$ cat src/rtl/pong_sound_sched_if.sv
// Request/response bundle between the game logic and the shared speaker scheduler.
// The game side drives the request pulses and mute level; the scheduler drives the pin and status.
interface pong_sound_sched_if;
  logic       wall_hit;
  logic       paddle_hit;
  logic       score;
  logic       game_end;
  logic       speaker;
  logic       busy;
  logic [1:0] active;

  modport master (
    output wall_hit,
    output paddle_hit,
    output score,
    output game_end,
    input  speaker,
    input  busy,
    input  active
  );

  modport slave (
    input  wall_hit,
    input  paddle_hit,
    input  score,
    input  game_end,
    output speaker,
    output busy,
    output active
  );
endinterface

$ cat src/rtl/pong_sound_sched.sv
// Single-speaker beep scheduler: latches wall/paddle/score requests, plays them by fixed
// priority (score > paddle > wall) as square-wave tones separated by a silent gap.
module pong_sound_sched #(
  parameter int WALL_HALF   = 28409,
  parameter int PADDLE_HALF = 18939,
  parameter int SCORE_HALF  = 56818,
  parameter int DUR         = 8388607,
  parameter int GAP         = 1000000
) (
  input logic               clk,
  input logic               rst_n,
  pong_sound_sched_if.slave sb
);

  localparam logic [16:0] WALL_HM1   = 17'(WALL_HALF - 1);
  localparam logic [16:0] PADDLE_HM1 = 17'(PADDLE_HALF - 1);
  localparam logic [16:0] SCORE_HM1  = 17'(SCORE_HALF - 1);
  localparam logic [22:0] DUR_M1     = 23'(DUR - 1);
  localparam logic [19:0] GAP_M1     = 20'(GAP - 1);

  typedef enum logic [1:0] {
    ST_IDLE = 2'd0,
    ST_PLAY = 2'd1,
    ST_GAP  = 2'd2
  } state_t;

  // Source codes double as priority ranks: 3 score, 2 paddle, 1 wall, 0 none.
  function automatic logic [1:0] top_src(input logic [2:0] p);
    logic [1:0] s;
    if (p[2]) begin
      s = 2'd3;
    end else if (p[1]) begin
      s = 2'd2;
    end else if (p[0]) begin
      s = 2'd1;
    end else begin
      s = 2'd0;
    end
    return s;
  endfunction

  function automatic logic [2:0] src_mask(input logic [1:0] s);
    logic [2:0] m;
    case (s)
      2'd1:    m = 3'b001;
      2'd2:    m = 3'b010;
      2'd3:    m = 3'b100;
      default: m = 3'b000;
    endcase
    return m;
  endfunction

  function automatic logic [16:0] half_m1(input logic [1:0] s);
    logic [16:0] h;
    case (s)
      2'd2:    h = PADDLE_HM1;
      2'd3:    h = SCORE_HM1;
      default: h = WALL_HM1;
    endcase
    return h;
  endfunction

  state_t      state_r, state_s;
  logic [2:0]  pend_r, pend_s;
  logic [16:0] hc_r, hc_s;
  logic [22:0] dc_r, dc_s;
  logic [19:0] gc_r, gc_s;
  logic        speaker_r, speaker_s;
  logic [1:0]  active_r, active_s;
  logic        busy_r, busy_s;
  logic [2:0]  req_s;
  logic [1:0]  best_s;
  logic        grant_s;

  assign req_s  = {sb.score, sb.paddle_hit, sb.wall_hit};
  assign best_s = top_src(pend_r);

  // Next-state, pending-latch and output computation.
  always_comb begin
    state_s   = state_r;
    pend_s    = pend_r | req_s;
    hc_s      = hc_r;
    dc_s      = dc_r;
    gc_s      = gc_r;
    speaker_s = speaker_r;
    active_s  = active_r;
    busy_s    = busy_r;
    grant_s   = 1'b0;

    if (sb.game_end) begin
      state_s   = ST_IDLE;
      pend_s    = 3'b000;
      hc_s      = 17'd0;
      dc_s      = 23'd0;
      gc_s      = 20'd0;
      speaker_s = 1'b0;
      active_s  = 2'd0;
      busy_s    = 1'b0;
    end else begin
      case (state_r)
        ST_IDLE: begin
          if (best_s != 2'd0) begin
            grant_s = 1'b1;
          end else begin
            speaker_s = 1'b0;
            active_s  = 2'd0;
            busy_s    = 1'b0;
          end
        end
        ST_PLAY: begin
          // A strictly higher-ranked pending source aborts the current tone outright.
          if (best_s > active_r) begin
            grant_s = 1'b1;
          end else if (dc_r == DUR_M1) begin
            state_s   = ST_GAP;
            speaker_s = 1'b0;
            active_s  = 2'd0;
            hc_s      = 17'd0;
            dc_s      = 23'd0;
            gc_s      = 20'd0;
          end else begin
            dc_s = dc_r + 23'd1;
            if (hc_r == half_m1(active_r)) begin
              hc_s      = 17'd0;
              speaker_s = ~speaker_r;
            end else begin
              hc_s = hc_r + 17'd1;
            end
          end
        end
        ST_GAP: begin
          speaker_s = 1'b0;
          if (gc_r == GAP_M1) begin
            gc_s = 20'd0;
            if (best_s != 2'd0) begin
              grant_s = 1'b1;
            end else begin
              state_s = ST_IDLE;
              busy_s  = 1'b0;
            end
          end else begin
            gc_s = gc_r + 20'd1;
          end
        end
        default: begin
          state_s   = ST_IDLE;
          hc_s      = 17'd0;
          dc_s      = 23'd0;
          gc_s      = 20'd0;
          speaker_s = 1'b0;
          active_s  = 2'd0;
          busy_s    = 1'b0;
        end
      endcase

      // A pulse of the granted source in the grant cycle is absorbed by the grant.
      if (grant_s) begin
        state_s   = ST_PLAY;
        active_s  = best_s;
        busy_s    = 1'b1;
        speaker_s = 1'b0;
        hc_s      = 17'd0;
        dc_s      = 23'd0;
        gc_s      = 20'd0;
        pend_s    = (pend_r | req_s) & ~src_mask(best_s);
      end else begin
        pend_s = pend_r | req_s;
      end
    end
  end

  // State, counter, pending and output registers.
  always_ff @(posedge clk or negedge rst_n) begin
    if (!rst_n) begin
      state_r   <= ST_IDLE;
      pend_r    <= 3'b000;
      hc_r      <= 17'd0;
      dc_r      <= 23'd0;
      gc_r      <= 20'd0;
      speaker_r <= 1'b0;
      active_r  <= 2'd0;
      busy_r    <= 1'b0;
    end else begin
      state_r   <= state_s;
      pend_r    <= pend_s;
      hc_r      <= hc_s;
      dc_r      <= dc_s;
      gc_r      <= gc_s;
      speaker_r <= speaker_s;
      active_r  <= active_s;
      busy_r    <= busy_s;
    end
  end

  assign sb.speaker = speaker_r;
  assign sb.busy    = busy_r;
  assign sb.active  = active_r;

endmodule

$ cat src/flat_wrapper.sv
// flat-port wrapper written by rule: the top's interface ports become plain ports
module pong_sound_sched_flat 
#(
  parameter int WALL_HALF   = 28409,
  parameter int PADDLE_HALF = 18939,
  parameter int SCORE_HALF  = 56818,
  parameter int DUR         = 8388607,
  parameter int GAP         = 1000000
)
  (clk, rst_n, sb_wall_hit, sb_paddle_hit, sb_score, sb_game_end, sb_speaker, sb_busy, sb_active);
  pong_sound_sched_if sb_i ();
  input logic clk;
  input logic rst_n;
  input wire logic [$bits(sb_i.wall_hit)-1:0] sb_wall_hit;
  input wire logic [$bits(sb_i.paddle_hit)-1:0] sb_paddle_hit;
  input wire logic [$bits(sb_i.score)-1:0] sb_score;
  input wire logic [$bits(sb_i.game_end)-1:0] sb_game_end;
  output wire logic [$bits(sb_i.speaker)-1:0] sb_speaker;
  output wire logic [$bits(sb_i.busy)-1:0] sb_busy;
  output wire logic [$bits(sb_i.active)-1:0] sb_active;
  assign sb_i.wall_hit = sb_wall_hit;
  assign sb_i.paddle_hit = sb_paddle_hit;
  assign sb_i.score = sb_score;
  assign sb_i.game_end = sb_game_end;
  assign sb_speaker = sb_i.speaker;
  assign sb_busy = sb_i.busy;
  assign sb_active = sb_i.active;
  pong_sound_sched #(.WALL_HALF(WALL_HALF), .PADDLE_HALF(PADDLE_HALF), .SCORE_HALF(SCORE_HALF), .DUR(DUR), .GAP(GAP)) u_core (.clk(clk), .rst_n(rst_n), .sb(sb_i));
endmodule
$ cat config.mk
export PLATFORM = sky130hd
export DESIGN_NAME = pong_sound_sched_flat
export DESIGN_NICKNAME = d
export VERILOG_FILES = /design/src/rtl/pong_sound_sched_if.sv /design/src/rtl/pong_sound_sched.sv /design/src/flat_wrapper.sv
export SDC_FILE = /design/constraint.sdc
export NUM_CORES = 1
export LEC_CHECK = 0
export ABC_AREA = 1
export CAP_MARGIN = 20
export CORE_MARGIN = 1
export CORE_UTILIZATION = 60
export CTS_CLUSTER_SIZE = 40
export DETAILED_ROUTE_END_ITERATION = 16
export GPL_TIMING_DRIVEN = 0
export PLACE_DENSITY = 0.77
export SYNTH_ARGS = -nofsm -noshare
export SYNTH_HDL_FRONTEND = slang
export SYNTH_SLANG_ARGS = --single-unit
export TNS_END_PERCENT = 30
$ cat constraint.sdc
create_clock -name clk -period 3.1 [get_ports clk]
set_clock_uncertainty 0.15 [all_clocks]
set_input_delay 0.31 -clock clk [delete_from_list [all_inputs] [get_ports clk]]
set_output_delay 0.31 -clock clk [all_outputs]
set_load 0.05 [all_outputs]
==> metrics, run 1 <==
status=finished, final reports clean; CP peak stage delay=0.51 ns; Hold Path Class=reg -> reg; HPWL after detailed placement=9027 µm; sequential fraction of the synthesis area=0.3661; Tot GR Track Use=0.3165; Placement Cell Area=0.004927 mm²; final net count=773; Netlist cell types=32; CTS Buffer Depth=2; Peak supply drop=420.3 µV; Yosys reg bits=69; Yosys warnings=0; crit path cell chain=ha_1, nand2_2, nor2_4, inv_2, nor2_2, nand3_2, nand2_2, inv_2, buf_6, nand3_1, o21ai_1; Data arrival, critical path=2.53 ns; RePlAce Congestion=0.9231; share of the synthesized area in the top cell type=0.3661; Slew headroom=0.4128; biggest area consumer among synthesized cells=dfrtp_1; Crit. End Element=flop; post-synthesis instance total=740; CP max stage cell=dfrtp_1; switch share=0.3858; grt ovf=0; CP Data Required Time=3.20 ns; Cell Rows=31; Worst Path Buf+Inv=3; TritonCTS Buffers=9; dpl ws=0.7769 ns; final hold viol count=0; Final period util=0.7839; Worst-Skew Late Latency=0.36 ns; IO Pins=10; Synth Net Count=752; pin count of the biggest net entering global routing=70; CTS tree=done; syn avg cell area=6.373 µm²; htree depth=3; Pint=1.627 mW; antenna violations before repair=0; Reg clk slew, reported paths=0.08 ns; routed len/inst=14.09 µm; DR iter-0 viols=335; number of global-route vias before repair=4,482; type of origin of the critical path=flop; ANT cells=0; final count of negative-setup-slack endpoints=0; post-route cell area=0.005159 mm²; Comb power frac=0.305; DR vias/cell=5.494; R2R setup slack=0.67 ns; most common cell after layout, fill and taps aside=nand2_1; Initial Util=0.6365; CP top delay family=simple AND/OR/NAND/NOR gates; mapped cell area=0.004716 mm²; input/output buffers=9; Final Critical Period=2.430 ns; TritonRoute pass-1 iters=6; clk sink count=69; most frequent cells in the layout=nand2_1 (247), nor2_1 (127), inv_1 (81); clk root buf=clkbuf_8; Worst Path Max Fanout=10; f_max=411.5 MHz; Psw=1.022 mW; Worst Max-Slew Pin Slew=0.8808 ns; Clk pwr share=0.320; fin worst setup slack=0.6700 ns; Power per Cell Area=513.6 mW/mm²; Slew Viols, Final=0; Power, Total=2.649 mW; RSZ-0062 raised after global routing=false; Pleak=2.390 nW; Flop pwr share=0.376; Routed WL=12,190 µm; first-pass GRT wire length=20,650 µm; Core Box Area=0.007408 mm²; share of cells above drive strength 1=0.07311; DRC viols=0; die area=0.008218 mm²; Area growth, synth to finish=9.392%; CP Class=reg -> reg; Chip Width=90.66 µm; die height=90.66 µm; MaxCap Viol Count=0; antenna viol nets, final=0; ranking of synthesized cells by area=dfrtp_1 (37%), nand2_1 (20%), nor2_1 (10%); via count=4,752
## cell type report
| type | instances | area [µm²] |
|---|---|---|
| Fill cell | 681 | 2250 |
| Multi-Input combinational cell | 570 | 2561 |
| Buffer | 15 | 105.1 |
| Timing Repair Buffer | 10 | 97.59 |
| Clock inverter | 7 | 97.59 |
| Sequential cell | 69 | 1727 |
| Inverter | 86 | 322.8 |
| Clock buffer | 9 | 123.9 |
| Tap cell | 99 | 123.9 |
## final timing paths
kind / from / endpoint / cells after the start
min in group asynchronous: rst_n / u_core.dc_r[15] / 2
worst max-delay path: u_core.gc_r[0] / u_core.dc_r[10] / 11
worst min register to register: u_core.dc_r[22] / u_core.dc_r[22] / 2
worst min-delay path: u_core.dc_r[22] / u_core.dc_r[22] / 2
max in group asynchronous: rst_n / u_core.gc_r[13] / 2
worst max register to register: u_core.gc_r[0] / u_core.dc_r[10] / 11
## power groups by stage
stage	Combinational, mW	Clock (mW)	Sequential (mW)
floorplan	0.508	0	1.05
finish	0.808	0.847	0.995
CTS	0.804	0.853	0.994
global placement	0.788	0	1.01
global route	0.875	0.890	1.00
detailed placement	0.802	0	1.01
## cells in the mapped netlist
| library cell | count |
|---|---|
| o22ai_1 | 1 |
| buf_6 | 2 |
| buf_12 | 1 |
| inv_2 | 5 |
| o21ai_1 | 3 |
| buf_2 | 2 |
| nand3_4 | 1 |
| o21ai_0 | 24 |
| a31oi_1 | 2 |
| nand3_2 | 2 |
| a21oi_1 | 10 |
| xor2_1 | 6 |
| nor3_1 | 10 |
| nand4_1 | 24 |
| nor2_2 | 4 |
| nor2_4 | 1 |
| nand3_1 | 77 |
| o31ai_1 | 1 |
| ha_1 | 6 |
| or2_2 | 4 |
| nor3b_1 | 1 |
| xnor2_1 | 2 |
| buf_4 | 4 |
| nor4_1 | 2 |
| nand2_2 | 13 |
| nor2_1 | 127 |
| inv_1 | 81 |
| dfrtp_1 | 69 |
| buf_1 | 2 |
| o21bai_1 | 2 |
| nand2_1 | 247 |
| clkbuf_1 | 4 |
## metrics by stage
| step | hold slack, ns | setup TNS [ns] | utilization | std cells |
|---|---|---|---|---|
| 3_3_place_gp | 0.3438 | -51.15 | 0.6654 | 848 |
| 2_1_floorplan | -0.1356 | 0 | - | 740 |
| 5_1_grt | 0.4121 | 0 | 0.6963 | 865 |
| 4_1_cts | 0.3647 | 0 | 0.6963 | 865 |
| 6_report | 0.3708 | 0 | 0.6963 | 865 |
| 3_5_place_dp | 0.3343 | 0 | 0.6651 | 848 |
## cell families (layout without fill, tap and decap cells)
logic type,after synthesis,after routing,synth area share
XOR/XNOR,8,8,0.01486
AND/OR/NAND/NOR,513,513,0.4643
AO/OA/AOI/OAI,43,43,0.04802
adder cells (fa/ha/maj),6,6,0.01592
flip-flops,69,69,0.3661
buffers and inverters,101,127,0.09074
## state kept, by name, indices dropped and copies added, names as in the netlist
| signal | cells |
|---|---|
| u_core.dc_r | 23 |
| u_core.gc_r | 20 |
| u_core.hc_r | 17 |
| u_core.pend_r | 3 |
| u_core.sb.active | 2 |
| u_core.state_r | 2 |
| u_core.sb.busy | 1 |
| u_core.sb.speaker | 1 |
## tightest hold or removal path: stages, from the launching register on
cell	delay (ns)
dfrtp_1	0.38
nand2_1	0.06
nand2_1	0.05
## timing repair
item	4_1_cts	5_1_grt
resized for setup	0	0
hold endpoints to repair	69	0
setup buffers	0	0
hold buffers	1	0
## layer usage
layer	share of wire	global-route usage
met1	0.43	0.3919
met2	0.49	0.5518
met3	0.044	0.02946
met4	0.027	0.1532
met5	0	0
No activity file was read; power rests on OpenSTA's default activity.
==> inputs of run 2 (changes only) <==
==> constraint.sdc (replaced) <==
create_clock -name clk -period 2.5 [get_ports clk]
set_clock_uncertainty 0.15 [all_clocks]
set_input_delay 0.25 -clock clk [delete_from_list [all_inputs] [get_ports clk]]
set_output_delay 0.25 -clock clk [all_outputs]
set_load 0.05 [all_outputs]
==> run 2 against run 1 <==
Sequential share of layout area is 0.19 points lower. Sequential power is 24% higher. Non-clock buffer count is 2 higher. Global-route usage stayed put. Wire length is 1.4% higher. Sequential cell count stayed put. Critical path type unchanged. Critical endpoint unchanged. Largest cell class unchanged.
==> metrics, run 2 (synthesis gave the netlist of run 1 again) <==
CP Class=reg -> reg (unchanged); via count=4,791 (was 4,752); Final Critical Period=2.350 ns (was 2.430 ns); Power per Cell Area=637.5 mW/mm² (was 513.6 mW/mm²); TritonRoute pass-1 iters=5 (was 6); WHS=0.3654 ns (was 0.3708 ns); CP max stage cell=dfrtp_1 (unchanged); die area=0.008218 mm² (unchanged); Pleak=2.399 nW (was 2.390 nW); DR iter-0 viols=321 (was 335); clk root buf=clkbuf_8 (unchanged); CP top delay family=simple AND/OR/NAND/NOR gates (unchanged); RSZ-0062 raised after global routing=false (unchanged); TritonCTS Buffers=9 (unchanged); Reg clk slew, reported paths=0.08 ns (about the same); most frequent cells in the layout=nand2_1 (247), nor2_1 (127), inv_1 (81) (unchanged); first-pass GRT wire length=20,650 µm (unchanged); number of global-route vias before repair=4,482 (unchanged); antenna viol nets, final=0 (unchanged); Hold Path Class=in -> reg (was reg -> reg); Tot GR Track Use=0.3165 (unchanged); Slew Viols, Final=0 (unchanged); DRC viols=0 (unchanged); most common cell after layout, fill and taps aside=nand2_1 (unchanged); CTS Buffer Depth=2 (unchanged); fill cell count=673 (was 681); crit path cell chain=ha_2, nand2_2, nor2_4, inv_2, nor2_2, nand3_2, nand2_2, inv_2, buf_6, nand3_1, o21ai_1 (was ha_1, nand2_2, nor2_4, inv_2, nor2_2, nand3_2, nand2_2, inv_2, buf_6, nand3_1, o21ai_1); final net count=775 (was 773); Worst Max-Slew Pin Slew=0.8850 ns (was 0.8808 ns); Power, Total=3.308 mW (was 2.649 mW); max FFs per register=23 (unchanged); Initial Util=0.6365 (unchanged); Final period util=0.9401 (was 0.7839); share of cells above drive strength 1=0.07682 (was 0.07311); ANT cells=0 (unchanged); DR vias/cell=5.526 (was 5.494); Worst Path Max Fanout=10 (unchanged); Seq. cell area=0.001727 mm² (unchanged); Area growth, synth to finish=10.03% (was 9.392%); final hold viol count=0 (unchanged); MaxCap Viol Count=0 (unchanged); Routed WL=12,350 µm (was 12,190 µm); Top reg by flops=u_core.dc_r (unchanged); Peak supply drop=524.5 µV (was 420.3 µV); type of origin of the critical path=flop (unchanged); Slew headroom=0.4100 (was 0.4128); status=finished, final reports clean (unchanged); die height=90.66 µm (unchanged); Data arrival, critical path=2.45 ns (was 2.53 ns); CTS tree=done (unchanged); final count of negative-setup-slack endpoints=0 (unchanged); routed len/inst=14.25 µm (was 14.09 µm); Chip Width=90.66 µm (unchanged); RePlAce Congestion=0.9231 (unchanged); HPWL after detailed placement=9027 µm (unchanged); pin count of the biggest net entering global routing=70 (unchanged); input/output buffers=9 (unchanged); IO Pins=10 (unchanged); antenna violations before repair=0 (unchanged); Crit. End Element=flop (unchanged); area occupied by multi-input gates=0.002576 mm² (was 0.002561 mm²); clk sink count=69 (unchanged); Worst Path Buf+Inv=3 (unchanged); Core Box Area=0.007408 mm² (unchanged); grt ovf=0 (unchanged); CP peak stage delay=0.51 ns (about the same); htree depth=3 (unchanged); Cell Rows=31 (unchanged); CP Data Required Time=2.60 ns (was 3.20 ns); Worst-Skew Late Latency=0.36 ns (about the same); f_max=425.5 MHz (was 411.5 MHz); Top Registers=u_core.dc_r (23), u_core.gc_r (20), u_core.hc_r (17) (unchanged)
run 2: layout make-up:
cell class | count | share of cell area
plain buffers | 15 | 0.02026
flip-flops and latches | 69 | 0.3328
well taps | 99 | 0.02387
inverters | 86 | 0.06221
clock buffers | 9 | 0.02387
multi-input cells | 570 | 0.4965
clock inverters | 7 | 0.01881
repair buffers | 12 | 0.02170
run 2: where the power goes:
| part | internal, mW | leakage (nW) | switching [mW] |
|---|---|---|---|
| clock network | 0.567 | 0.106 | 0.487 |
| registers | 1.17 | 0.957 | 0.0687 |
| logic | 0.296 | 1.34 | 0.724 |
run 2: final timing paths:
| check | endpoint | slack (ns) | start | depth (start not counted) |
|---|---|---|---|---|
| setup / recovery | u_core.dc_r[10] | 0.15 | u_core.gc_r[0] | 11 |
| hold / removal | u_core.pend_r[0] | 0.37 | sb_wall_hit | 3 |
| setup reg to reg | u_core.dc_r[10] | 0.15 | u_core.gc_r[0] | 11 |
| hold reg to reg | u_core.dc_r[22] | 0.37 | u_core.dc_r[22] | 2 |
| max in group asynchronous | u_core.gc_r[13] | 1.22 | rst_n | 2 |
| min in group asynchronous | u_core.dc_r[15] | 0.40 | rst_n | 2 |
run 2: per-stage QoR:
| stage | utilization | setup slack [ns] | cells | area (µm²) | setup TNS (ns) |
|---|---|---|---|---|---|
| final | 0.7004 | 0.1498 | 867 | 5189 | 0 |
| after floorplan | - | 0.2992 | 740 | 4716 | 0 |
| after detailed placement | 0.6651 | 0.1769 | 848 | 4927 | 0 |
| after global routing | 0.7004 | 0.002404 | 867 | 5189 | 0 |
| after CTS | 0.6963 | 0.09750 | 865 | 5159 | 0 |
| after global placement | 0.6654 | -1.288 | 848 | 4930 | -88.41 |
run 2: timing repair:
item	4_1_cts	5_1_grt
hold buffers	1	0
endpoints found under the hold margin	69	0
endpoints found under the setup margin	0	44
setup buffers	0	2
resized for setup	0	3
run 2: routing by layer:
layer  global-route usage  wire [µm]
met4               0.1532        364
met1               0.3919       5270
met5                    0          0
met2               0.5518       6131
met3              0.02946        585
run 2: worst min-delay path: cells and delay by family:
family	cells	cell delay [ns]
compound gates	2	0.19
buf+inv	1	0.40
